### src/rtl/nco_sweep_ctrl.sv
// nco_sweep_ctrl
// Sequencer that drives a CORDIC Sine_wave generator through one complete sweep:
// the amplitude fades in, the phase increment steps from f_start to f_stop with a
// programmable dwell per step, and then the amplitude fades out. A sweep can be
// aborted at any point. The abort always passes through the fade-out, so the
// output never jumps.
//
// Ports:
//   clk          clock
//   reset        synchronous, active-high reset
//   start        one-cycle pulse, launches a sweep when idle
//   abort        one-cycle pulse, forces an early fade-out
//   f_start      first step value (unsigned)
//   f_stop       final step value (unsigned, may be below f_start)
//   f_inc        step increment magnitude per dwell period
//   dwell        cycles each step value is held (0 behaves as 1)
//   ampl_target  plateau amplitude (clamped to the largest positive signed value)
//   ampl_inc     amplitude change per cycle during fades (0 means an immediate jump)
//   nco_ce       to Sine_wave ce
//   step_out     to Sine_wave step
//   ampl_out     to Sine_wave ampl
//   busy         high while a sweep is in progress
//   done         one-cycle pulse when a sweep ends
module nco_sweep_ctrl #(
   parameter int DATA_WIDTH  = 12,
   parameter int ANGLE_WIDTH = 16,
   parameter int DWELL_WIDTH = 16
) (
   input  logic                   clk,
   input  logic                   reset,
   input  logic                   start,
   input  logic                   abort,
   input  logic [ANGLE_WIDTH-1:0] f_start,
   input  logic [ANGLE_WIDTH-1:0] f_stop,
   input  logic [ANGLE_WIDTH-1:0] f_inc,
   input  logic [DWELL_WIDTH-1:0] dwell,
   input  logic [DATA_WIDTH-1:0]  ampl_target,
   input  logic [DATA_WIDTH-1:0]  ampl_inc,
   output logic                   nco_ce,
   output logic [ANGLE_WIDTH-1:0] step_out,
   output logic [DATA_WIDTH-1:0]  ampl_out,
   output logic                   busy,
   output logic                   done
);

   localparam logic [1:0] IDLE     = 2'd0;
   localparam logic [1:0] FADE_IN  = 2'd1;
   localparam logic [1:0] SWEEP    = 2'd2;
   localparam logic [1:0] FADE_OUT = 2'd3;

   // Largest positive value of a signed DATA_WIDTH amplitude.
   localparam logic [DATA_WIDTH-1:0] AMPL_MAX = {1'b0, {(DATA_WIDTH-1){1'b1}}};

   logic [1:0]             state;
   logic [ANGLE_WIDTH-1:0] f_stop_l;
   logic [ANGLE_WIDTH-1:0] f_inc_l;
   logic [DWELL_WIDTH-1:0] dwell_m1_l;
   logic [DATA_WIDTH-1:0]  target_l;
   logic [DATA_WIDTH-1:0]  ampl_inc_l;
   logic                   dir_up_l;
   logic [DWELL_WIDTH-1:0] dwell_cnt;

   logic [DATA_WIDTH:0]    ampl_sum;
   logic [DATA_WIDTH-1:0]  ampl_rise;
   logic [DATA_WIDTH-1:0]  ampl_fall;
   logic [ANGLE_WIDTH-1:0] step_next;

   // Fade arithmetic. The rising sum carries one extra bit so that it cannot wrap
   // before it is compared with the target. The falling path checks for underflow
   // before it subtracts. An increment of zero gives a jump in a single cycle.
   always_comb begin
      ampl_sum  = {1'b0, ampl_out} + {1'b0, ampl_inc_l};
      ampl_rise = ampl_sum[DATA_WIDTH-1:0];
      if (ampl_inc_l == '0 || ampl_sum >= {1'b0, target_l}) begin
         ampl_rise = target_l;
      end
      ampl_fall = ampl_out - ampl_inc_l;
      if (ampl_inc_l == '0 || ampl_out <= ampl_inc_l) begin
         ampl_fall = '0;
      end
   end

   // Next step value toward f_stop. The remaining distance is compared with the
   // increment before the add or subtract happens. This stops the step from
   // overshooting f_stop and from wrapping. A zero increment goes straight to f_stop.
   always_comb begin
      step_next = f_stop_l;
      if (f_inc_l != '0) begin
         if (dir_up_l) begin
            if (f_stop_l - step_out > f_inc_l) begin
               step_next = step_out + f_inc_l;
            end
         end else begin
            if (step_out - f_stop_l > f_inc_l) begin
               step_next = step_out - f_inc_l;
            end
         end
      end
   end

   // Main sequencer. The configuration is captured and normalised when start is
   // accepted, so software can rewrite its registers during a sweep. In FADE_IN and
   // SWEEP, abort takes priority over normal progress. On that edge the amplitude is
   // held, and the fade-out then starts from the current level.
   always_ff @(posedge clk) begin
      if (reset) begin
         state      <= IDLE;
         nco_ce     <= 1'b0;
         step_out   <= '0;
         ampl_out   <= '0;
         busy       <= 1'b0;
         done       <= 1'b0;
         dwell_cnt  <= '0;
         f_stop_l   <= '0;
         f_inc_l    <= '0;
         dwell_m1_l <= '0;
         target_l   <= '0;
         ampl_inc_l <= '0;
         dir_up_l   <= 1'b1;
      end else begin
         done <= 1'b0;
         case (state)
            IDLE: begin
               if (start) begin
                  f_stop_l   <= f_stop;
                  f_inc_l    <= f_inc;
                  dwell_m1_l <= (dwell == '0) ? '0 : dwell - DWELL_WIDTH'(1);
                  target_l   <= (ampl_target > AMPL_MAX) ? AMPL_MAX : ampl_target;
                  ampl_inc_l <= ampl_inc;
                  dir_up_l   <= (f_stop >= f_start);
                  step_out   <= f_start;
                  ampl_out   <= '0;
                  nco_ce     <= 1'b1;
                  busy       <= 1'b1;
                  state      <= FADE_IN;
               end
            end
            FADE_IN: begin
               if (abort) begin
                  state <= FADE_OUT;
               end else begin
                  ampl_out <= ampl_rise;
                  if (ampl_rise == target_l) begin
                     dwell_cnt <= dwell_m1_l;
                     state     <= SWEEP;
                  end
               end
            end
            SWEEP: begin
               if (abort) begin
                  state <= FADE_OUT;
               end else if (dwell_cnt != '0) begin
                  dwell_cnt <= dwell_cnt - DWELL_WIDTH'(1);
               end else if (step_out == f_stop_l) begin
                  state <= FADE_OUT;
               end else begin
                  step_out  <= step_next;
                  dwell_cnt <= dwell_m1_l;
               end
            end
            default: begin
               ampl_out <= ampl_fall;
               if (ampl_fall == '0) begin
                  step_out <= '0;
                  nco_ce   <= 1'b0;
                  busy     <= 1'b0;
                  done     <= 1'b1;
                  state    <= IDLE;
               end
            end
         endcase
      end
   end

endmodule

### config.mk
export PLATFORM = sky130hd
export DESIGN_NAME = nco_sweep_ctrl
export DESIGN_NICKNAME = d
export VERILOG_FILES = /design/src/rtl/nco_sweep_ctrl.sv
export SDC_FILE = /design/constraint.sdc
export NUM_CORES = 1
export LEC_CHECK = 0
export CELL_PAD_IN_SITES_DETAIL_PLACEMENT = 0
export CELL_PAD_IN_SITES_GLOBAL_PLACEMENT = 2
export CORE_MARGIN = 2
export CORE_UTILIZATION = 31
export DETAILED_ROUTE_END_ITERATION = 6
export HOLD_SLACK_MARGIN = 0.12
export PLACE_DENSITY = 0.81
export SETUP_SLACK_MARGIN = 0.4
export SLEW_MARGIN = 0
export SYNTH_ARGS = -nofsm -noshare
export SYNTH_HDL_FRONTEND = slang
export SYNTH_SLANG_ARGS = --single-unit
### constraint.sdc
create_clock -name clk -period 4.62 [get_ports clk]
set_input_delay 0.693 -clock clk [delete_from_list [all_inputs] [get_ports clk]]
set_output_delay 0.693 -clock clk [all_outputs]
set_load 0.1 [all_outputs]
==> reports/qor.yml <==
status: "finished clean"
vias: 11906
dieArea_um2: 39200
ir_drop_v: 0.000339
finalHoldViolCount: 0
worstPathArrival_ns: 4.85
core-area_um2: 37400
drive_gt1_share_pct: 15.2
dp_slack_ns: -0.00411
slowest_delay_ns: 0.46
dp.cells: 2166
fin_crit_ns: 4.55
period_share_pct: 98.5
start_util_pct: 31.2
clk_path_buf_depth: 2
path_depth: 23
finalWorstSetupSlack_ns: 0.0712
first_pass_iters: 5
synth_top_cell_by_area: "dfxtp_1"
seq_area_frac_synth_pct: 20.8
hp-class: "reg -> reg"
startpoint_type: "flip-flop"
power_mw: 12.9
synth_top_area_share_pct: 20.8
postRouteAntennaNets: 0
detail_route.wl_per_cell_um: 18.8
async_flop_share_pct: 0
fin_util_pct: 40.6
n_antenna_cell: 0
clock-root-buffer: "clkbuf_16"
synth-edff-count: 0
r2r_end: "step_out[13]$_SDFFE_PP0P_"
rsz0062_at_grt: "yes"
clock_latency_ns: 0.44
clk_pin_slew_ns: 0.06
io-pin-count: 123
fin_cells: 2243
grt_max_degree: 84
seq_area_um2: 2450
cts-htree-levels: 4
drt_iter0_markers: 754
grt_pass1_vias: 11558
ys_warn_count: 0
cp_data_required_time_ns: 4.92
hold_path_depth: 2
powerDensity_nw_per_um2: 851
fp.dieW_um: 198
fin_nets: 1967
drc_errors: 0
cp_num_buf_inv: 3
ctsHoldBuffers: 0
grt_antenna_before_repair: 1
ys.flop_type: "dfxtp_1"
crit_top_cell: "a21oi_2"
fmaxAchievable_mhz: 220
wl_um: 42300
r2r_slack_ns: 0.07
ys_types: 83
slew_violations: 0
clock_skew_ns: 0.0122
multi_input_area_um2: 8910
critPathKind: "reg -> reg"
fill_cells: 3860
cts.sinks: 121
cts_tree: "built"
rows: 71
final_area_um2: 15200
holdWs_ns: 0.473
synth_area_um2: 11700
dpl_cell_area_um2: 13800
timing.rr.start: "f_stop_l[0]$_SDFFE_PP0P_"
fp.dieH_um: 198
hold_start: "dwell_cnt[9]$_SDFFE_PP0P_"
port-buffer-count: 122
synthTopCellsByArea: "dfxtp_1 (21%), ha_1 (16%), a21oi_1 (6.3%)"
dp_hpwl_um: 32800
synth.avg_cell_area_um2: 7.46
path_cells: "inv_4 -> ha_4 -> inv_2 -> fa_2 -> a21o_1 -> a21oi_2 -> o21bai_1 -> a21oi_2 -> o21ba_4 -> o21ai_4 -> a221o_1 -> a21oi_2 -> xnor2_2 -> ha_1 -> nand4_1 -> or3_4 -> o221a_4 -> nor2_4 -> a21oi_4 -> buf_12 -> a22o_1 -> o21ai_1 -> a31oi_1"
vias_per_cell: 5.31
cp_max_fo: 5
worst_pin_slew_ns: 1.03
grt_first_pass_wirelength_um: 65300
worstRegToRegCells: 23
cts-buffers-inserted: 17
postSynthCellCount: 1563
worstHoldEndpoint: "dwell_cnt[9]$_SDFFE_PP0P_"
slowest_stage: "or3_4"
relSlewSlack_pct: 30.8
track_usage_pct: 21.5
path_delay_family: "compound AO/OA/AOI/OAI gates"
place_congestion: 0.891
grt-ovfl-total: 0
synthToLayoutAreaGrowth_pct: 30.2
ys_ff_latch: 121
cp-end-kind: "flip-flop"
synth_fp_nets: 1811
setup_viol: 0
maxCapViolCount: 0
final.setup.tns_ns: 0
leakagePower_nw: 6.28
## cell usage in the layout, fill, tap and decap left out, types with 6 or more instances in the layout
cell type	netlist	routed
nand2_1	167	161
ha_1	150	147
a21oi_1	147	135
inv_1	134	128
nor2_1	128	124
clkdlybuf4s50_1	0	121
dfxtp_1	121	104
buf_4	4	88
o21ai_0	72	60
xnor2_1	56	54
nor3_1	45	42
a21o_1	31	30
a211oi_1	32	30
xor2_1	28	28
nand3_1	29	26
a22oi_1	24	24
nand2b_1	22	22
a31oi_1	26	22
or3_1	19	18
nand4_1	18	18
clkbuf_16	0	17
nor2b_1	16	15
buf_6	1	14
a21oi_2	2	13
nor4_1	14	13
dfxtp_2	0	13
and3_1	13	12
o21bai_1	12	12
mux2i_1	11	11
or2_2	7	7
o211ai_1	7	7
o221a_2	8	7
o32ai_1	7	7
a221oi_1	9	6
o31ai_1	8	6
o21ai_1	0	6
clkinv_4	0	6
## synthesized netlist by cell type (12+ instances only)
cell,instances
nand2_1,167
a21o_1,31
nor3_1,45
a31oi_1,26
nand3_1,29
nor2b_1,16
o21bai_1,12
xor2_1,28
nand2b_1,22
a211oi_1,32
xnor2_1,56
inv_1,134
or3_1,19
o21ai_0,72
nor2_1,128
clkbuf_1,71
nor4_1,14
ha_1,150
a22oi_1,24
nand4_1,18
dfxtp_1,121
a21oi_1,147
and3_1,13
## final cells by class
cell class                      count  share of cell area, %
Clock buffer                       19                   2.98
Sequential cell                   121                   16.2
Tap cell                          511                   4.21
Timing Repair Buffer              224                   13.5
Inverter                          135                   3.37
Clock inverter                     13                   1.11
Multi-Input combinational cell   1220                   58.7
## tightest hold or removal path: stages, from the launching register on
cell and delay, ns:
dfxtp_1 0.31, nand2_1 0.05, o32ai_1 0.07
## registers in the layout, summed over array words and instances (netlist names)
register    cells
dwell_cnt      16
dwell_m1_l     16
busy            1
done            1
f_inc_l        16
dir_up_l        1
ampl_inc_l     12
state           2
target_l       12
f_stop_l       16
step_out       16
ampl_out       12
## routing by layer
layer	global-route usage (%)	up-vias	part of all wire, %
met5	0	-	0.026
met4	6.82	2	2.7
met3	2.96	53	3.9
met2	35.1	276	46
met1	29.2	5662	47
li1	-	5913	-
## how the worst max path moves through the flow
| stage | endpoint | from | slack (ns) |
|---|---|---|---|
| CTS | step_out[13]$_SDFFE_PP0P_ | f_stop_l[0]$_SDFFE_PP0P_ | 0.12 |
| global placement | step_out[1]$_SDFFE_PP0P_ | f_stop_l[0]$_SDFFE_PP0P_ | 0.08 |
| finish | step_out[13]$_SDFFE_PP0P_ | f_stop_l[0]$_SDFFE_PP0P_ | 0.07 |
| global route | step_out[4]$_SDFFE_PP0P_ | step_out[0]$_SDFFE_PP0P_ | -0.14 |
| detailed placement | step_out[11]$_SDFFE_PP0P_ | step_out[0]$_SDFFE_PP0P_ | -0.004 |
| floorplan | step_out[1]$_SDFFE_PP0P_ | step_out[0]$_SDFFE_PP0P_ | 0.27 |
## power breakdown
group / total (mW) / switching [mW] / internal, mW / leakage (nW)
Clock: 1.44 / 0.554 / 0.881 / 0.303
Sequential: 1.65 / 0.334 / 1.32 / 1.00
Combinational: 9.83 / 5.67 / 4.17 / 4.97
Total: 12.9 / 6.56 / 6.37 / 6.28
## cell families after synthesis
kind of cell               after synthesis  synth area share (%)
AOI/OAI and AO/OA                      463                  26.6
xor gates and xnor gates                86                  6.69
adders and majority gates              156                  17.1
buffers and inverters                  223                  7.47
DFF                                    121                  20.8
muxes                                   15                  1.33
and+or+nand+nor                        499                  20.0
## what timing repair did
action | CTS | global route
resized for setup | 45 | 51
cloned | 1 | 0
setup endpoints to repair | 22 | 41
buffers inserted | 24 | 20
pin swaps | 32 | 45
(Power assumes the default switching activity.)
